--- config.mk ---
export PLATFORM = sky130hd
export DESIGN_NAME = ps2_scancode_rx_flat
export DESIGN_NICKNAME = d
export VERILOG_FILES = /design/src/rtl/ps2_scancode_rx_pkg.sv /design/src/rtl/ps2_scancode_rx_if.sv /design/src/rtl/ps2_scancode_rx_line_filter.sv /design/src/rtl/ps2_scancode_rx.sv /design/src/flat_wrapper.sv
export SDC_FILE = /design/constraint.sdc
export NUM_CORES = 1
export LEC_CHECK = 0
export CORE_AREA = 3 3 71 73
export CTS_CLUSTER_DIAMETER = 50
export DETAILED_ROUTE_END_ITERATION = 10
export DIE_AREA = 0 0 74 76
export PLACE_DENSITY = 0.75
export SLEW_MARGIN = 15
export SYNTH_ARGS = -nofsm -noshare
export SYNTH_HDL_FRONTEND = slang
export SYNTH_SLANG_ARGS = --single-unit
--- constraint.sdc ---
create_clock -name Clock -period 1.7 [get_ports Clock]
set_input_delay 0.425 -clock Clock [delete_from_list [all_inputs] [get_ports Clock]]
set_output_delay 0.425 -clock Clock [all_outputs]
set_load 0.005 [all_outputs]
--- src/rtl/ps2_scancode_rx_pkg.sv ---
// Shared types and constants for the PS/2 scancode receiver.
package ps2_scancode_rx_pkg;

  // Device-to-host frame position
  typedef enum logic [1:0] {
    StIdle,
    StData,
    StParity,
    StStop
  } ps2_state_e;

  localparam logic [7:0]  PS2_EXT_PREFIX   = 8'hE0;
  localparam logic [7:0]  PS2_BREAK_PREFIX = 8'hF0;
  localparam int unsigned PS2_DATA_BITS    = 8;

  // Odd parity holds when data plus parity bit contain an odd number of ones
  function automatic logic odd_parity_ok(input logic [7:0] data, input logic par);
    return ^{data, par};
  endfunction

endpackage

--- src/rtl/ps2_scancode_rx_if.sv ---
// Decoded key-event bundle from the PS/2 receiver to the command logic.
interface ps2_scancode_rx_if;
  logic [7:0] oScanCode;
  logic       oBreak;
  logic       oExtended;
  logic       oValid;
  logic       oParityErr;
  logic       oFrameErr;

  modport master (
    output oScanCode, oBreak, oExtended, oValid, oParityErr, oFrameErr
  );

  modport slave (
    input oScanCode, oBreak, oExtended, oValid, oParityErr, oFrameErr
  );
endinterface

--- src/rtl/ps2_scancode_rx_line_filter.sv ---
// Synchronises both PS/2 lines, deglitches the clock and flags its falling edges.
module ps2_scancode_rx_line_filter #(
  parameter int unsigned FILTER_LEN = 4
) (
  input  logic clk,
  input  logic rst,
  input  logic ps2_clk,
  input  logic ps2_data,
  output logic fall,
  output logic data_s
);

  localparam int unsigned CntW = $clog2(FILTER_LEN) + 1;

  logic [1:0]      clk_sync_q, data_sync_q;
  logic            filt_q, filt_d, filt_prev_q;
  logic [CntW-1:0] cnt_q, cnt_d;
  logic            clk_s;

  assign clk_s  = clk_sync_q[1];
  assign data_s = data_sync_q[1];
  assign fall   = filt_prev_q & ~filt_q;

  // Filtered clock follows the synced clock only after FILTER_LEN differing samples in a row
  always_comb begin
    filt_d = filt_q;
    cnt_d  = '0;
    if (clk_s != filt_q) begin
      if (cnt_q == CntW'(FILTER_LEN - 1)) begin
        filt_d = clk_s;
      end else begin
        cnt_d = cnt_q + 1'b1;
      end
    end
  end

  // Synchroniser, filter and edge-detect state; idle lines read high
  always_ff @(posedge clk) begin
    if (rst) begin
      clk_sync_q  <= 2'b11;
      data_sync_q <= 2'b11;
      filt_q      <= 1'b1;
      filt_prev_q <= 1'b1;
      cnt_q       <= '0;
    end else begin
      clk_sync_q  <= {clk_sync_q[0], ps2_clk};
      data_sync_q <= {data_sync_q[0], ps2_data};
      filt_q      <= filt_d;
      filt_prev_q <= filt_q;
      cnt_q       <= cnt_d;
    end
  end

endmodule

--- src/rtl/ps2_scancode_rx.sv ---
// PS/2 keyboard receiver: frames bytes off the wire and folds E0/F0 prefixes into key events.
module ps2_scancode_rx
  import ps2_scancode_rx_pkg::*;
#(
  parameter int unsigned FILTER_LEN     = 4,
  parameter int unsigned TIMEOUT_CYCLES = 50000
) (
  input  logic               Clock,
  input  logic               Reset,
  input  logic               PS2_CLK,
  input  logic               PS2_DATA,
  ps2_scancode_rx_if.master  rx
);

  localparam int unsigned TmoW = (TIMEOUT_CYCLES > 2) ? $clog2(TIMEOUT_CYCLES) : 1;
  localparam int unsigned BitW = $clog2(PS2_DATA_BITS + 1);

  logic fall, data_s, timeout;

  ps2_state_e      state_q, state_d;
  logic [7:0]      shift_q, shift_d;
  logic [BitW-1:0] bitcnt_q, bitcnt_d;
  logic            parity_q, parity_d;
  logic [TmoW-1:0] tmo_q, tmo_d;
  logic            ext_q, ext_d, brk_q, brk_d;
  logic [7:0]      scan_q, scan_d;
  logic            brk_out_q, brk_out_d, ext_out_q, ext_out_d;
  logic            valid_q, valid_d, perr_q, perr_d, ferr_q, ferr_d;

  ps2_scancode_rx_line_filter #(
    .FILTER_LEN (FILTER_LEN)
  ) u_line_filter (
    .clk      (Clock),
    .rst      (Reset),
    .ps2_clk  (PS2_CLK),
    .ps2_data (PS2_DATA),
    .fall     (fall),
    .data_s   (data_s)
  );

  // A fall arriving on the terminal count keeps the frame alive
  assign timeout = (state_q != StIdle) && !fall && (tmo_q == TmoW'(TIMEOUT_CYCLES - 1));

  // Frame FSM, timeout and prefix decode; all outputs land one cycle after the deciding fall
  always_comb begin
    state_d   = state_q;
    shift_d   = shift_q;
    bitcnt_d  = bitcnt_q;
    parity_d  = parity_q;
    ext_d     = ext_q;
    brk_d     = brk_q;
    scan_d    = scan_q;
    brk_out_d = brk_out_q;
    ext_out_d = ext_out_q;
    valid_d   = 1'b0;
    perr_d    = 1'b0;
    ferr_d    = 1'b0;
    tmo_d     = (fall || state_q == StIdle) ? '0 : tmo_q + 1'b1;

    if (timeout) begin
      state_d  = StIdle;
      shift_d  = '0;
      bitcnt_d = '0;
      ext_d    = 1'b0;
      brk_d    = 1'b0;
      ferr_d   = 1'b1;
      tmo_d    = '0;
    end else if (fall) begin
      unique case (state_q)
        StIdle: begin
          // A high start bit is line noise, not a frame
          if (!data_s) begin
            state_d  = StData;
            bitcnt_d = '0;
          end
        end
        StData: begin
          shift_d  = {data_s, shift_q[7:1]};
          bitcnt_d = bitcnt_q + 1'b1;
          if (bitcnt_q == BitW'(PS2_DATA_BITS - 1)) state_d = StParity;
        end
        StParity: begin
          parity_d = data_s;
          state_d  = StStop;
        end
        StStop: begin
          state_d = StIdle;
          if (!data_s) begin
            ferr_d = 1'b1;
            ext_d  = 1'b0;
            brk_d  = 1'b0;
          end else if (!odd_parity_ok(shift_q, parity_q)) begin
            perr_d = 1'b1;
            ext_d  = 1'b0;
            brk_d  = 1'b0;
          end else if (shift_q == PS2_EXT_PREFIX) begin
            ext_d = 1'b1;
          end else if (shift_q == PS2_BREAK_PREFIX) begin
            brk_d = 1'b1;
          end else begin
            scan_d    = shift_q;
            brk_out_d = brk_q;
            ext_out_d = ext_q;
            valid_d   = 1'b1;
            ext_d     = 1'b0;
            brk_d     = 1'b0;
          end
        end
        default: state_d = StIdle;
      endcase
    end
  end

  // Receiver state register
  always_ff @(posedge Clock) begin
    if (Reset) begin
      state_q   <= StIdle;
      shift_q   <= '0;
      bitcnt_q  <= '0;
      parity_q  <= 1'b0;
      tmo_q     <= '0;
      ext_q     <= 1'b0;
      brk_q     <= 1'b0;
      scan_q    <= '0;
      brk_out_q <= 1'b0;
      ext_out_q <= 1'b0;
      valid_q   <= 1'b0;
      perr_q    <= 1'b0;
      ferr_q    <= 1'b0;
    end else begin
      state_q   <= state_d;
      shift_q   <= shift_d;
      bitcnt_q  <= bitcnt_d;
      parity_q  <= parity_d;
      tmo_q     <= tmo_d;
      ext_q     <= ext_d;
      brk_q     <= brk_d;
      scan_q    <= scan_d;
      brk_out_q <= brk_out_d;
      ext_out_q <= ext_out_d;
      valid_q   <= valid_d;
      perr_q    <= perr_d;
      ferr_q    <= ferr_d;
    end
  end

  assign rx.oScanCode  = scan_q;
  assign rx.oBreak     = brk_out_q;
  assign rx.oExtended  = ext_out_q;
  assign rx.oValid     = valid_q;
  assign rx.oParityErr = perr_q;
  assign rx.oFrameErr  = ferr_q;

endmodule

--- src/flat_wrapper.sv ---
// flat-port wrapper written by rule: the top's interface ports become plain ports
module ps2_scancode_rx_flat import ps2_scancode_rx_pkg::*;
#(
  parameter int unsigned FILTER_LEN     = 4,
  parameter int unsigned TIMEOUT_CYCLES = 50000
)
  (Clock, Reset, PS2_CLK, PS2_DATA, rx_oScanCode, rx_oBreak, rx_oExtended, rx_oValid, rx_oParityErr, rx_oFrameErr);
  ps2_scancode_rx_if rx_i ();
  input  logic Clock;
  input  logic Reset;
  input  logic PS2_CLK;
  input  logic PS2_DATA;
  output wire logic [$bits(rx_i.oScanCode)-1:0] rx_oScanCode;
  output wire logic [$bits(rx_i.oBreak)-1:0] rx_oBreak;
  output wire logic [$bits(rx_i.oExtended)-1:0] rx_oExtended;
  output wire logic [$bits(rx_i.oValid)-1:0] rx_oValid;
  output wire logic [$bits(rx_i.oParityErr)-1:0] rx_oParityErr;
  output wire logic [$bits(rx_i.oFrameErr)-1:0] rx_oFrameErr;
  assign rx_oScanCode = rx_i.oScanCode;
  assign rx_oBreak = rx_i.oBreak;
  assign rx_oExtended = rx_i.oExtended;
  assign rx_oValid = rx_i.oValid;
  assign rx_oParityErr = rx_i.oParityErr;
  assign rx_oFrameErr = rx_i.oFrameErr;
  ps2_scancode_rx #(.FILTER_LEN(FILTER_LEN), .TIMEOUT_CYCLES(TIMEOUT_CYCLES)) u_core (.Clock(Clock), .Reset(Reset), .PS2_CLK(PS2_CLK), .PS2_DATA(PS2_DATA), .rx(rx_i));
endmodule
==> reports/metrics.yaml, run 1 <==
yosys:
  yosysTopAreaCell: "dfxtp_1"
  synth.avg_cell_area_um2: 9.52
  synthTopCellsByArea: "dfxtp_1 (47%), nor2_1 (8.8%), mux2i_1 (8.2%)"
  synthCells: 245
  ys_warn_count: 0
  ys_types: 40
  synth.top_cell.area_share_pct: 47.2
  ys_async_sr_fraction_pct: 0
  synth_edf_count: 0
  synth_seq_area_share_pct: 47.2
  ys_ff_latch: 55
  syn_nets: 257
  synthesis.area_mm2: 0.00233
  synth_ff_type: "dfxtp_1"
final_layout:
  diodes: 0
  syn_to_final_growth_pct: 30.3
  drive_gt1_share_pct: 23.9
  finish.utilization_pct: 68.9
  finalNetCount: 308
setup_path:
  worst_path_max_delay_cell: "or4_4"
  crit_path_cell_trace: "or4_4, o2111ai_2, mux2i_4, buf_12, mux2i_1, nor2_1"
  crit_required_ns: 1.90
  startpoint_type: "flop"
  worstSetupPathType: "flop to flop"
  endpoint_kind: "flop"
  cp.arrival_ns: 1.99
  path_max_fanout: 6
  cp_slowest_stage_delay_ns: 0.54
placement:
  place_hpwl_um: 3020
  gp_congestion: 0.795
  port_buffers: 16
  preCtsSetupSlack_ns: -0.115
timing:
  clock_skew_ns: 0.0104
  max_freq_mhz: 557
  fin_crit_sh_pct: 106
  finalMaxSlewViolations: 0
  slew_headroom_pct: 76.2
  rsz0062_at_grt: "true"
  min_period_ns: 1.79
  setup_viol: 28
  setup_slack_ns: -0.0942
  finalHoldViolations: 0
  worstMarginPinSlew_ns: 0.356
floorplanning:
  initial_core_util_pct: 52.9
  io_pins: 17
  coreArea_mm2: 0.00441
  die_height_um: 76
  row_count: 24
  dieArea_mm2: 0.00562
  dieWidth_um: 74
global_route:
  grt_pass1_vias: 1667
  grt_use_total_pct: 15.7
  grt_pass1_wl_um: 7060
  overflow: 0
  antenna_found_initial: 0
  grt_max_degree: 22
route:
  dr.first_iter.drc_count: 54
  routedWlPerCell_um: 12.7
  vias_per_cell: 4.95
  ant_nets: 0
  drtPass1Iterations: 4
  routed_wl_um: 4420
  vias: 1726
  route.detailed.drc: 0
clocking:
  post_cts_buffers: 0
  cts-root-buf: "clkbuf_8"
  cts_max_path_buffers: 2
  path_clk_slew_ns: 0.10
  numCtsBuffers: 5
  clk_latency_ns: 0.31
  cts_sinks: 55
  cts_tree: "done"
  htreeDepth: 2
power:
  p_clk_share_pct: 34.4
  peakVddDrop_mv: 0.458
  power.density_mw_per_mm2: 668
  p_sw_mw: 0.425
  p_leak_nw: 1.22
  power.share.switching_pct: 20.9
  seqPwrFrac_pct: 63.7
  combPwrFrac_pct: 1.9
  intPower_mw: 1.61
job:
  maxCapViolCount: 0
run_status:
  violations: "negative setup slack"
  outcome: "finished, violations left"
worst_hold_path:
  min_path_type: "flop to flop"
[routing by layer]
layer	global-route usage (%)	wire length, um	vias to the layer above
li1	-	-	915
met3	4.09	128	6
met4	5.62	65	0
met2	24.6	2100	21
met5	0	0	-
met1	20.6	2130	784
[sequential cells by signal, summed over array words and instances, names as in the netlist, 2 cells and up]
signal,count
u_core.bitcnt_q,4
u_core.rx.oScanCode,8
u_core.shift_q,8
u_core.state_q,2
u_core.tmo_q,16
u_core.u_line_filter.clk_sync_q,2
u_core.u_line_filter.cnt_q,3
u_core.u_line_filter.data_sync_q,2
[worst paths after layout]
kind                                  startpoint                                  end  slack (ns)  cells past startpoint
max                            u_core.shift_q[2]                     u_core.rx.oBreak       -0.09                      6
min          u_core.u_line_filter.data_sync_q[0]  u_core.u_line_filter.data_sync_q[1]        0.42                      1
max reg2reg                    u_core.shift_q[2]                     u_core.rx.oBreak       -0.09                      6
min reg2reg  u_core.u_line_filter.data_sync_q[0]  u_core.u_line_filter.data_sync_q[1]        0.42                      1
[cell usage after synthesis, drive strengths merged, types with 4 or more instances]
library cell	instances
dfxtp	55
nor2	55
mux2i	20
nand2	13
xor2	10
nand3	9
xnor2	9
ha	8
inv	7
a21oi	6
clkbuf	5
nor2b	5
nor3	5
or2	5
buf	4
[power by group through the flow]
| stage | registers, mW | logic, mW | clock network, mW |
|---|---|---|---|
| floorplan | 1.32 | 0.0220 | 0 |
| CTS | 1.30 | 0.0347 | 0.713 |
| detailed placement | 1.33 | 0.0334 | 0 |
| finish | 1.29 | 0.0380 | 0.699 |
| global route | 1.30 | 0.0411 | 0.776 |
| global placement | 1.33 | 0.0329 | 0 |
[layout by cell type, fill, tap and decap left out, types with 2 or more instances in the layout]
master           Yosys  routed
nor2_4               0       2
buf_4                1      31
a21oi_1              6       6
xor2_1              10       9
dfxtp_2              0       6
buf_12               0       2
nor2b_1              5       5
xnor2_2              0       2
or2_2                5       5
dfxtp_1             55      48
ha_1                 8       8
nand4_1              2       2
clkdlybuf4s50_1      0      16
clkbuf_1             4       2
clkbuf_8             0       5
buf_6                1       3
nor2_1              55      52
nand2b_1             2       2
xnor2_1              9       7
nand3_1              9       9
nor3_1               5       4
mux2i_1             19      19
inv_1                7       7
o21ai_0              2       2
nand2_1             13      13
[kinds of logic (layout without fill, tap and decap cells)]
logic type	Yosys count	after routing	synth area share, %
simple gates	108	108	22.0
flops	55	55	47.2
buf+inv	16	68	3.22
xor+xnor	22	22	10.1
compound gates	16	16	4.50
fa+ha+maj	8	8	4.29
mux	20	20	8.74
[stage by stage]
stage	hold slack, ns	instance area (um2)	setup TNS (ns)	std cells	total power [mW]
finish	0.418	3040	-1.98	349	2.03
global route	0.442	3040	-4.05	349	2.11
CTS	0.418	2920	-0.396	348	2.04
detailed placement	0.396	2810	-1.85	340	1.36
global placement	0.393	2810	-1.17	340	1.36
floorplan	0.389	2350	0	245	1.35
[critical path: cells and delay by family (launching register included)]
| kind | cells | cell delay (ns) |
|---|---|---|
| flip-flops | 1 | 0.38 |
| AO/OA/AOI/OAI | 1 | 0.26 |
| buffers and inverters | 1 | 0.16 |
| multiplexers | 2 | 0.28 |
| AND/OR/NAND/NOR | 2 | 0.59 |
[what timing repair did]
item / CTS / global route
pin swaps: 1 / 6
gates cloned: 0 / 1
setup endpoints to repair: 16 / 44
gates resized for setup: 5 / 23
hold buffers: 0 / 0
[layout make-up]
class | count | area (um2)
Timing Repair Buffer | 53 | 492
Clock inverter | 1 | 8.76
Clock buffer | 7 | 76.3
Sequential cell | 55 | 1110
Fill cell | 342 | 1370
Tap cell | 52 | 65.1
Multi-Input combinational cell | 174 | 1260
Inverter | 7 | 26.3
Power figures use the tool's default switching activity.
==> run 2, diff against run 1 <==
--- a/config.mk
+++ b/config.mk
@@ -5,11 +5,12 @@
 export SDC_FILE = /design/constraint.sdc
 export NUM_CORES = 1
 export LEC_CHECK = 0
-export CORE_AREA = 3 3 71 73
+export CAP_MARGIN = 10
+export CORE_AREA = 3 3 70 72
 export CTS_CLUSTER_DIAMETER = 50
 export DETAILED_ROUTE_END_ITERATION = 10
-export DIE_AREA = 0 0 74 76
-export PLACE_DENSITY = 0.75
+export DIE_AREA = 0 0 73 75
+export PLACE_DENSITY = 0.74
 export SLEW_MARGIN = 15
 export SYNTH_ARGS = -nofsm -noshare
 export SYNTH_HDL_FRONTEND = slang
==> constraint.sdc (replaced) <==
create_clock -name Clock -period 1.9 [get_ports Clock]
set_input_delay 0.475 -clock Clock [delete_from_list [all_inputs] [get_ports Clock]]
set_output_delay 0.475 -clock Clock [all_outputs]
set_load 0.005 [all_outputs]
==> run 2 against run 1 <==
- power fell by 10%
- die area fell by 2.6%
- sequential share of layout area rose by 2.9 points
- critical path depth rose by 1
- the run now ends clean
==> reports/metrics.yaml, run 2 (synthesis results as in run 1) <==
final_layout:
  largest_reg_flops: 16
  syn_to_final_growth_pct: 19.9
  instances_no_fill: 333
  drive_gt1_share_pct: 14.9
  layout_common_cells: "nor2_1 (55), dfxtp_1 (52), buf_4 (21)"
  fill_cells: 356
  diodes: 0
  finalNetCount: 293
  largest_register: "u_core.tmo_q"
  final_common_cell: "nor2_1"
power:
  power_mw: 1.83
  peakVddDrop_mv: 0.327
  power.density_mw_per_mm2: 652
  p_leak_nw: 1.11
placement:
  port_buffers: 16
  place_inst: 326
  preCtsSetupSlack_ns: 0.0852
  place_hpwl_um: 2970
  gp_congestion: 0.769
floorplanning:
  dieWidth_um: 73
  die_height_um: 75
  coreArea_mm2: 0.00435
  row_count: 24
  initial_core_util_pct: 53.6
  io_pins: 17
  dieArea_mm2: 0.00548
global_route:
  grt_max_degree: 18
  grt_pass1_wl_um: 6980
  grt_use_total_pct: 16.3
  overflow: 0
  antenna_found_initial: 0
  grt_pass1_vias: 1588
timing:
  setup_viol: 0
  slew_headroom_pct: 65.1
  clock_skew_ns: 0.00752
  fin_crit_sh_pct: 93.8
  max_freq_mhz: 561
  worstMarginPinSlew_ns: 0.519
  finalMaxSlewViolations: 0
  hold_slack_ns: 0.415
  finalSetupTns_ns: 0
  finalHoldViolations: 0
  setup_slack_ns: 0.119
  min_period_ns: 1.78
setup_path:
  worstSetupPathType: "flop to flop"
  endpoint_kind: "flop"
  startpoint_type: "flop"
  worst_path_max_delay_cell: "or4b_1"
  path_max_fanout: 17
  cp.arrival_ns: 1.96
  path_buf_inv: 2
  crit_required_ns: 2.08
  critical_path.top_delay_family: "simple AND/OR/NAND/NOR gates"
  crit_path_cell_trace: "or4b_1, nor4_2, buf_4, nand2_1, nand2b_1, buf_12, nor3_1"
  r2r_setup_slack_ns: 0.12
  cp_slowest_stage_delay_ns: 0.54
clocking:
  clk_latency_ns: 0.30
  htreeDepth: 2
  cts_max_path_buffers: 2
  numCtsBuffers: 5
  cts_sinks: 55
  cts_tree: "done"
  cts-root-buf: "clkbuf_8"
  path_clk_slew_ns: 0.09
  post_cts_buffers: 0
route:
  drtPass1Iterations: 4
  routed_wl_um: 4010
  routedWlPerCell_um: 12.0
  ant_nets: 0
  vias: 1692
  dr.first_iter.drc_count: 45
  vias_per_cell: 5.08
  route.detailed.drc: 0
job:
  maxCapViolCount: 0
worst_hold_path:
  min_path_type: "flop to flop"
run_status:
  outcome: "complete, no violations"
[run 2: stage by stage]
step	utilization, %	area [um2]
after floorplan	-	2330
after global placement	61.7	2690
after detailed placement	61.7	2690
after CTS	63.7	2780
after global routing	64.3	2800
final	64.3	2800
[run 2: timing repair]
item                                    CTS  global route
gates resized for setup                   0             7
hold buffers                              0             0
endpoints found under the setup margin    0            27
[run 2: cell type report]
type / instances / area (um2) / share of cell area [%]
clock inverters: 1 / 5.00 / 0.179
multi-input cells: 174 / 1180 / 42.1
well taps: 52 / 65.1 / 2.32
flip-flops and latches: 55 / 1100 / 39.5
inverters: 7 / 26.3 / 0.939
repair buffers: 38 / 338 / 12.1
clock buffers: 6 / 82.6 / 2.95
[run 2: worst reg2reg max path: stages (launching register included)]
cell and delay [ns]:
dfxtp_1 0.32, or4b_1 0.54, nor4_2 0.25, buf_4 0.14, nand2_1 0.06, nand2b_1 0.12, buf_12 0.16, nor3_1 0.07
[run 2: final timing paths]
kind                            depth (start not counted)                                  end                           startpoint
worst max-delay path                                    7                 u_core.rx.oParityErr                     u_core.tmo_q[11]
worst min-delay path                                    1  u_core.u_line_filter.data_sync_q[1]  u_core.u_line_filter.data_sync_q[0]
worst max register to register                          7                 u_core.rx.oParityErr                     u_core.tmo_q[11]
worst min register to register                          1  u_core.u_line_filter.data_sync_q[1]  u_core.u_line_filter.data_sync_q[0]
[run 2: routing by layer]
metal	GRT usage (%)	part of all wire, %
met5	0	0
met4	7.58	1.4
met3	3.34	2.6
met2	26.5	48
met1	20.9	48
[run 2: power by group]
group          switching, mW  internal [mW]  total (mW)
clock                  0.345          0.287       0.632
sequential           0.00320           1.16        1.16
combinational         0.0169         0.0172      0.0341
==> run 3, diff against run 2 <==
--- a/config.mk
+++ b/config.mk
@@ -5,6 +5,7 @@
 export SDC_FILE = /design/constraint.sdc
 export NUM_CORES = 1
 export LEC_CHECK = 0
+export ABC_CLOCK_PERIOD_IN_PS = 1900
 export CAP_MARGIN = 10
 export CORE_AREA = 3 3 70 72
 export CTS_CLUSTER_DIAMETER = 50
==> results of run 3 <==
Same layout as run 2: the final DEF is identical, and so are final timing and power.
